**src/rtl/add4_bist_pkg.sv**
```systemverilog
// Shared types for the add4 self-test engine: FSM state encoding and error-counter width.
package add4_bist_pkg;

    localparam int ERRCNT_W = 8;

    typedef enum logic [2:0] {
        S_IDLE,
        S_HOLD,
        S_CHECK,
        S_PASS,
        S_FAIL
    } state_t;

endpackage

```
**src/rtl/add4_bist_if.sv**
```systemverilog
// Operand/sum and status bundle between the self-test engine and its consumer.
// err_cnt exists only when ADD4_BIST_ERRCNT_EN is defined.
interface add4_bist_if
    import add4_bist_pkg::*;
#(
    parameter int WIDTH = 4
);
    logic             start;
    logic [WIDTH-1:0] a;
    logic [WIDTH-1:0] b;
    logic [WIDTH:0]   s;
    logic             busy;
    logic             done;
    logic             pass;
    logic [WIDTH-1:0] err_a;
    logic [WIDTH-1:0] err_b;
    logic [WIDTH:0]   err_s;
`ifdef ADD4_BIST_ERRCNT_EN
    logic [ERRCNT_W-1:0] err_cnt;
`endif

    modport master (
        input  start, s,
        output a, b, busy, done, pass, err_a, err_b, err_s
`ifdef ADD4_BIST_ERRCNT_EN
        , output err_cnt
`endif
    );

    modport slave (
        output start, s,
        input  a, b, busy, done, pass, err_a, err_b, err_s
`ifdef ADD4_BIST_ERRCNT_EN
        , input err_cnt
`endif
    );

endinterface

```
**src/rtl/add4_bist_vecgen.sv**
```systemverilog
// Operand sweep generator: {b,a} counter with a is the low half, plus the settle-wait counter.
module add4_bist_vecgen #(
    parameter int WIDTH  = 4,
    parameter int SETTLE = 1
) (
    input  logic             ck,
    input  logic             rst,
    input  logic             clr,
    input  logic             step,
    input  logic             hold,
    output logic [WIDTH-1:0] a,
    output logic [WIDTH-1:0] b,
    output logic             last,
    output logic             settled
);

    localparam int WAIT_W = (SETTLE > 1) ? $clog2(SETTLE) : 1;
    localparam logic [2*WIDTH-1:0] VEC_ONE  = 1;
    localparam logic [WAIT_W-1:0]  WAIT_ONE = 1;

    logic [2*WIDTH-1:0] vec_q, vec_d;
    logic [WAIT_W-1:0]  wait_q, wait_d;

    assign a       = vec_q[WIDTH-1:0];
    assign b       = vec_q[2*WIDTH-1:WIDTH];
    assign last    = &vec_q;
    assign settled = (wait_q == WAIT_W'(SETTLE - 1));

    always_comb begin
        vec_d  = vec_q;
        wait_d = wait_q;
        if (clr) begin
            vec_d  = '0;
            wait_d = '0;
        end else if (step) begin
            vec_d  = vec_q + VEC_ONE;
            wait_d = '0;
        end else if (hold && !settled) begin
            // Stop counting once settled so the counter never wraps if HOLD lingers.
            wait_d = wait_q + WAIT_ONE;
        end
    end

    always_ff @(posedge ck) begin
        if (rst) begin
            vec_q  <= '0;
            wait_q <= '0;
        end else begin
            vec_q  <= vec_d;
            wait_q <= wait_d;
        end
    end

endmodule

```
**src/rtl/add4_bist.sv**
```systemverilog
// Self-test engine for add4: sweeps every {b,a}, checks s == a + b, reports pass/fail.
// Define ADD4_BIST_ERRCNT_EN to run the full sweep and count mismatches instead of stopping.
module add4_bist
    import add4_bist_pkg::*;
#(
    parameter int WIDTH  = 4,
    parameter int SETTLE = 1
) (
    input logic         ck,
    input logic         rst,
    add4_bist_if.master bus
);

    state_t           state_q, state_d;
    logic             busy_q, busy_d;
    logic             done_q, done_d;
    logic             pass_q, pass_d;
    logic [WIDTH-1:0] err_a_q, err_a_d;
    logic [WIDTH-1:0] err_b_q, err_b_d;
    logic [WIDTH:0]   err_s_q, err_s_d;
`ifdef ADD4_BIST_ERRCNT_EN
    localparam logic [ERRCNT_W-1:0] CNT_ONE = 1;
    logic [ERRCNT_W-1:0] err_cnt_q, err_cnt_d;
`endif

    logic             clr, step, hold, last, settled, mismatch;
    logic [WIDTH-1:0] a_w, b_w;
    logic [WIDTH:0]   sum_exp;

    add4_bist_vecgen #(.WIDTH(WIDTH), .SETTLE(SETTLE)) u_vecgen (
        .ck      (ck),
        .rst     (rst),
        .clr     (clr),
        .step    (step),
        .hold    (hold),
        .a       (a_w),
        .b       (b_w),
        .last    (last),
        .settled (settled)
    );

    // Full WIDTH+1 comparison so a broken carry-out is caught too.
    assign sum_exp  = {1'b0, a_w} + {1'b0, b_w};
    assign mismatch = (bus.s != sum_exp);
    assign hold     = (state_q == S_HOLD);

    always_comb begin
        state_d = state_q;
        busy_d  = busy_q;
        done_d  = done_q;
        pass_d  = pass_q;
        err_a_d = err_a_q;
        err_b_d = err_b_q;
        err_s_d = err_s_q;
        clr     = 1'b0;
        step    = 1'b0;
`ifdef ADD4_BIST_ERRCNT_EN
        err_cnt_d = err_cnt_q;
`endif
        case (state_q)
            S_IDLE, S_PASS, S_FAIL: begin
                if (bus.start) begin
                    state_d = S_HOLD;
                    clr     = 1'b1;
                    busy_d  = 1'b1;
                    done_d  = 1'b0;
                    pass_d  = 1'b0;
                    err_a_d = '0;
                    err_b_d = '0;
                    err_s_d = '0;
`ifdef ADD4_BIST_ERRCNT_EN
                    err_cnt_d = '0;
`endif
                end
            end
            S_HOLD: begin
                if (settled) state_d = S_CHECK;
            end
            S_CHECK: begin
`ifdef ADD4_BIST_ERRCNT_EN
                if (mismatch) begin
                    if (err_cnt_q != '1) err_cnt_d = err_cnt_q + CNT_ONE;
                    // Count is zero only before the first mismatch (it saturates, never wraps).
                    if (err_cnt_q == '0) begin
                        err_a_d = a_w;
                        err_b_d = b_w;
                        err_s_d = bus.s;
                    end
                end
                if (last) begin
                    busy_d  = 1'b0;
                    done_d  = 1'b1;
                    pass_d  = (err_cnt_d == '0);
                    state_d = pass_d ? S_PASS : S_FAIL;
                end else begin
                    step    = 1'b1;
                    state_d = S_HOLD;
                end
`else
                if (mismatch) begin
                    err_a_d = a_w;
                    err_b_d = b_w;
                    err_s_d = bus.s;
                    busy_d  = 1'b0;
                    done_d  = 1'b1;
                    pass_d  = 1'b0;
                    state_d = S_FAIL;
                end else if (last) begin
                    busy_d  = 1'b0;
                    done_d  = 1'b1;
                    pass_d  = 1'b1;
                    state_d = S_PASS;
                end else begin
                    step    = 1'b1;
                    state_d = S_HOLD;
                end
`endif
            end
            default: state_d = S_IDLE;
        endcase
    end

    always_ff @(posedge ck) begin
        if (rst) begin
            state_q <= S_IDLE;
            busy_q  <= 1'b0;
            done_q  <= 1'b0;
            pass_q  <= 1'b0;
            err_a_q <= '0;
            err_b_q <= '0;
            err_s_q <= '0;
`ifdef ADD4_BIST_ERRCNT_EN
            err_cnt_q <= '0;
`endif
        end else begin
            state_q <= state_d;
            busy_q  <= busy_d;
            done_q  <= done_d;
            pass_q  <= pass_d;
            err_a_q <= err_a_d;
            err_b_q <= err_b_d;
            err_s_q <= err_s_d;
`ifdef ADD4_BIST_ERRCNT_EN
            err_cnt_q <= err_cnt_d;
`endif
        end
    end

    assign bus.a     = a_w;
    assign bus.b     = b_w;
    assign bus.busy  = busy_q;
    assign bus.done  = done_q;
    assign bus.pass  = pass_q;
    assign bus.err_a = err_a_q;
    assign bus.err_b = err_b_q;
    assign bus.err_s = err_s_q;
`ifdef ADD4_BIST_ERRCNT_EN
    assign bus.err_cnt = err_cnt_q;
`endif

endmodule

```
**src/flat_wrapper.sv**
```systemverilog
// flat-port wrapper written by rule: the top's interface ports become plain ports
module add4_bist_flat import add4_bist_pkg::*;
#(
    parameter int WIDTH  = 4,
    parameter int SETTLE = 1
)
  (ck, rst, bus_start, bus_s, bus_a, bus_b, bus_busy, bus_done, bus_pass, bus_err_a, bus_err_b, bus_err_s);
  add4_bist_if #(.WIDTH(WIDTH)) bus_i ();
  input logic ck;
  input logic rst;
  input wire logic [$bits(bus_i.start)-1:0] bus_start;
  input wire logic [$bits(bus_i.s)-1:0] bus_s;
  output wire logic [$bits(bus_i.a)-1:0] bus_a;
  output wire logic [$bits(bus_i.b)-1:0] bus_b;
  output wire logic [$bits(bus_i.busy)-1:0] bus_busy;
  output wire logic [$bits(bus_i.done)-1:0] bus_done;
  output wire logic [$bits(bus_i.pass)-1:0] bus_pass;
  output wire logic [$bits(bus_i.err_a)-1:0] bus_err_a;
  output wire logic [$bits(bus_i.err_b)-1:0] bus_err_b;
  output wire logic [$bits(bus_i.err_s)-1:0] bus_err_s;
  assign bus_i.start = bus_start;
  assign bus_i.s = bus_s;
  assign bus_a = bus_i.a;
  assign bus_b = bus_i.b;
  assign bus_busy = bus_i.busy;
  assign bus_done = bus_i.done;
  assign bus_pass = bus_i.pass;
  assign bus_err_a = bus_i.err_a;
  assign bus_err_b = bus_i.err_b;
  assign bus_err_s = bus_i.err_s;
  add4_bist #(.WIDTH(WIDTH), .SETTLE(SETTLE)) u_core (.ck(ck), .rst(rst), .bus(bus_i));
endmodule
```
**config.mk**
```make
export PLATFORM = sky130hd
export DESIGN_NAME = add4_bist_flat
export DESIGN_NICKNAME = d
export VERILOG_FILES = /design/src/rtl/add4_bist_pkg.sv /design/src/rtl/add4_bist_if.sv /design/src/rtl/add4_bist_vecgen.sv /design/src/rtl/add4_bist.sv /design/src/flat_wrapper.sv
export SDC_FILE = /design/constraint.sdc
export NUM_CORES = 1
export LEC_CHECK = 0
export BUFFER_PORTS_ARGS = -buffer_cell sky130_fd_sc_hd__buf_2
export CAP_MARGIN = 20
export CORE_UTILIZATION = 58
export CTS_BUF_LIST = sky130_fd_sc_hd__clkbuf_16
export CTS_CLUSTER_DIAMETER = 30
export DETAILED_ROUTE_END_ITERATION = 10
export HOLD_SLACK_MARGIN = 0.15
export PLACE_DENSITY_LB_ADDON = 0.05
export RECOVER_POWER = 100
export SKIP_CTS_REPAIR_TIMING = 1
export SLEW_MARGIN = 20
export SYNTH_ARGS = -nofsm -noshare
export SYNTH_HDL_FRONTEND = slang
export SYNTH_SLANG_ARGS = --single-unit
```
**constraint.sdc**
```tcl
create_clock -name ck -period 7.41 [get_ports ck]
set_clock_uncertainty 0.05 [all_clocks]
set_input_delay 1.482 -clock ck [delete_from_list [all_inputs] [get_ports ck]]
set_output_delay 1.482 -clock ck [all_outputs]
set_load 0.005 [all_outputs]
```
==> summary.md <==
| Metric | Value |
|---|---|
| Bufs on Longest Clock Path | 2 |
| First-pass GRT wire length | roughly 5700 um |
| Crit end category | flip-flop |
| Post-Syn Area | 1568 sq um |
| Die Ht | 53.99 um |
| Clock transition at path regs | 70 ps |
| Crit-path slowest cell | o221a_1 |
| Antenna diodes | 0 |
| Total length of routed wires | 3690 um |
| Initial Utilization | 62.15% |
| Post-route antenna net violation count | 0 |
| R2R depth | 7 |
| Synth top area cells | dfxtp_1 (36%), o32ai_1 (7.3%), nand3b_1 (6.2%) |
| Worst Path Buf+Inv | 1 |
| Buffers on Ports | 31 |
| Gpl congestion | 0.8262 |
| Die area | just under 3000 sq um |
| H-tree Lvls | 1 |
| Fin Hold WS | 425.0 ps |
| Max Freq | 289.2 MHz |
| Layout Cells excl Fill | approximately 230 |
| Row Count | 18 |
| GR Util All Layers | a little over a quarter |
| Hpwl dp | 2502 um |
| Mapped Nets | 196 |
| I/O pin cnt | 32 |
| YS warnings | 0 |
| Area delta synth->final | 13.17% |
| Post-Place Cells | 229 |
| Largest net degree at the start of global routing | 35 |
| Maxcap violations | 0 |
| Asr flop ratio synth | 0% |
| Peak VDD IR | 0.2050 mV |
| #FFs+latches synth | 28 |
| Worst-Margin Slew | 1039 ps |
| Outcome | completed |
| Final period util | 46.67% |
| Worst Hold Class | flip-flop to flip-flop |
| CP Launch Type | input pin |
| Sink Count | 28 |
| DRC | 0 |
| Vias in the first global route | approximately 1300 |
| Setup slack, reg-to-reg | 4080 ps |
| # setup viols final | 0 |
| Root buf cell | clkbuf_16 |
| Num CTS Buffers | 3 |
| WS Path Type | input pin to flip-flop |
| CP peak stage delay | 670 ps |
| Slew Limit Fails | 0 |
| Pwr dens | 205.2 nW/um^2 |
| Commonest cells post-synth | dfxtp_1 (28), inv_1 (17), a21oi_1 (15), nand3b_1 (13), o32ai_1 (13) |
| Initial antenna violation count | 0 |
| Vias | 1469 |
| Worst EP arrival | 3570 ps |
| First drt pass iteration count | 4 |
| Nets | between 200 and 250 |
| Worst-skew pair later-pin latency | ~270 ps |
| Core Region | 2522 sq um |
| Biggest area consumer among synthesized cells | dfxtp_1 |
| Final Util | 70.34% |
| Pre-CTS setup slack | 3859 ps |
| Leakage power | 0.0006352 uW |
| Main synth FF type | dfxtp_1 |
| Post-synthesis sequential area ratio | 35.75% |
| Total negative setup slack | 0 ps |
| Fin crit period | 3458 ps |
| Worst Path Required | roughly 7500 ps |
| Worst path top cell family by delay | compound AO/OA/AOI/OAI gates |
| Final-report hold violation count | 0 |
| Slew margin rel. | a little under a third |
| Syn_area_per_cell | 8.614 sq um |
| WP depth | 6 |
| Setup ws final | 3952 ps |
| Crit-path max FO | 20 |
| Top-count cell post-synth | dfxtp_1 |
| Critical path origin | bus_s[2] |
| DR WL/cell | 15.84 um |
| Starting DRT DRC Count | 35 |
| Crit path to | u_core.bus.err_a[2] |
| Post-synth EDFFs | 0 |
| Synth top area share | 35.75% |
| Die X | 53.99 um |
| CP cell instances | clkbuf_1, xor3_1, nor3_1, o221a_1, a21oi_1, o32ai_1 |
| GRT overflow | 0 |
| Worst reg2reg path startpoint | u_core.u_vecgen.vec_q[0] |
| Via density | 6.305 |
| Syn Inst Count | 182 |
| Share of layout cells above drive strength 1 | 10.34% |
| R2R Path End | u_core.bus.err_a[2] |
| Unique cell type count in the Yosys netlist | 42 |
| RSZ-0062 raised after global routing | false |
| CTS tree | yes |
flip-flops by register name, indices dropped and copies added (netlist names):
name                    count
u_core.bus.busy             1
u_core.bus.err_s            5
u_core.u_vecgen.vec_q       8
u_core.bus.err_a            4
u_core.bus.pass             1
u_core.state_q              3
u_core.bus.err_b            4
u_core.u_vecgen.wait_q      1
u_core.bus.done             1
power by group:
group          switching [uW]  internal, uW  leakage (uW)  total [uW]
sequential               7.13           155      0.000227         162
combinational            24.7          16.0      0.000357        40.7
clock                    53.5           108     0.0000511         161
layout make-up:
type	count	area, sq um
Sequential cell	28	560.5
Tap cell	30	37.54
Inverter	17	63.81
Clock buffer	3	75.07
Fill cell	230	748.2
Clock inverter	1	30.03
Multi-Input combinational cell	123	873.3
Timing Repair Buffer	31	133.9
worst register-to-register path: stages, from the launching register on:
cell and delay, ps:
dfxtp_1 400, ha_1 250, fa_1 430, xor3_1 390, nor3_1 160, o221a_1 670
a21oi_1 490, o32ai_1 390
cells in the final DEF (no fill, tap or decap), types with 3 or more instances in the layout:
master     instances
a21oi_1           15
a31oi_1            3
buf_2             14
clkbuf_1          17
clkbuf_16          3
dfxtp_1           28
ha_1               5
inv_1             17
nand2_1            4
nand3_1            6
nand3b_1          13
nor2_1            10
nor3_1             5
nor3b_1            4
o21a_1             3
o21ai_0            5
o32ai_1           13
or3_1              6
how the worst min path moves through the flow:
stage                     cells past startpoint                   start                endpoint  slack (ps)
final                                         1         u_core.bus.done         u_core.bus.done         430
after global routing                          1         u_core.bus.done         u_core.bus.done         440
after CTS                                     1         u_core.bus.done         u_core.bus.done         420
after detailed placement                      1         u_core.bus.done         u_core.bus.done         400
after global placement                        1         u_core.bus.done         u_core.bus.done         400
after floorplan                               2  u_core.u_vecgen.wait_q  u_core.u_vecgen.wait_q         410
metrics by stage:
stage | instance area, sq um | power [uW]
final | 1774 | 364.0
after global routing | 1774 | 375.9
after CTS | 1808 | 364.9
after detailed placement | 1703 | 206.4
after global placement | 1703 | 204.8
after floorplan | 1568 | 196.2
per-layer routing:
| metal | track usage (%) | share of wire, % |
|---|---|---|
| met1 | 35.56 | 48 |
| met2 | 44.24 | 46 |
| met3 | 4.520 | 4.0 |
| met4 | 10.26 | 1.8 |
| met5 | 0 | 0 |
kinds of logic after synthesis:
logic type | Yosys count | synth area share (%)
compound gates | 49 | 22.11
fa+ha+maj | 6 | 5.267
buf+inv | 31 | 7.742
mux | 1 | 0.6385
flops | 28 | 35.75
xor+xnor | 4 | 3.192
simple gates | 63 | 25.30
No activity file was read; power rests on OpenSTA's default activity.
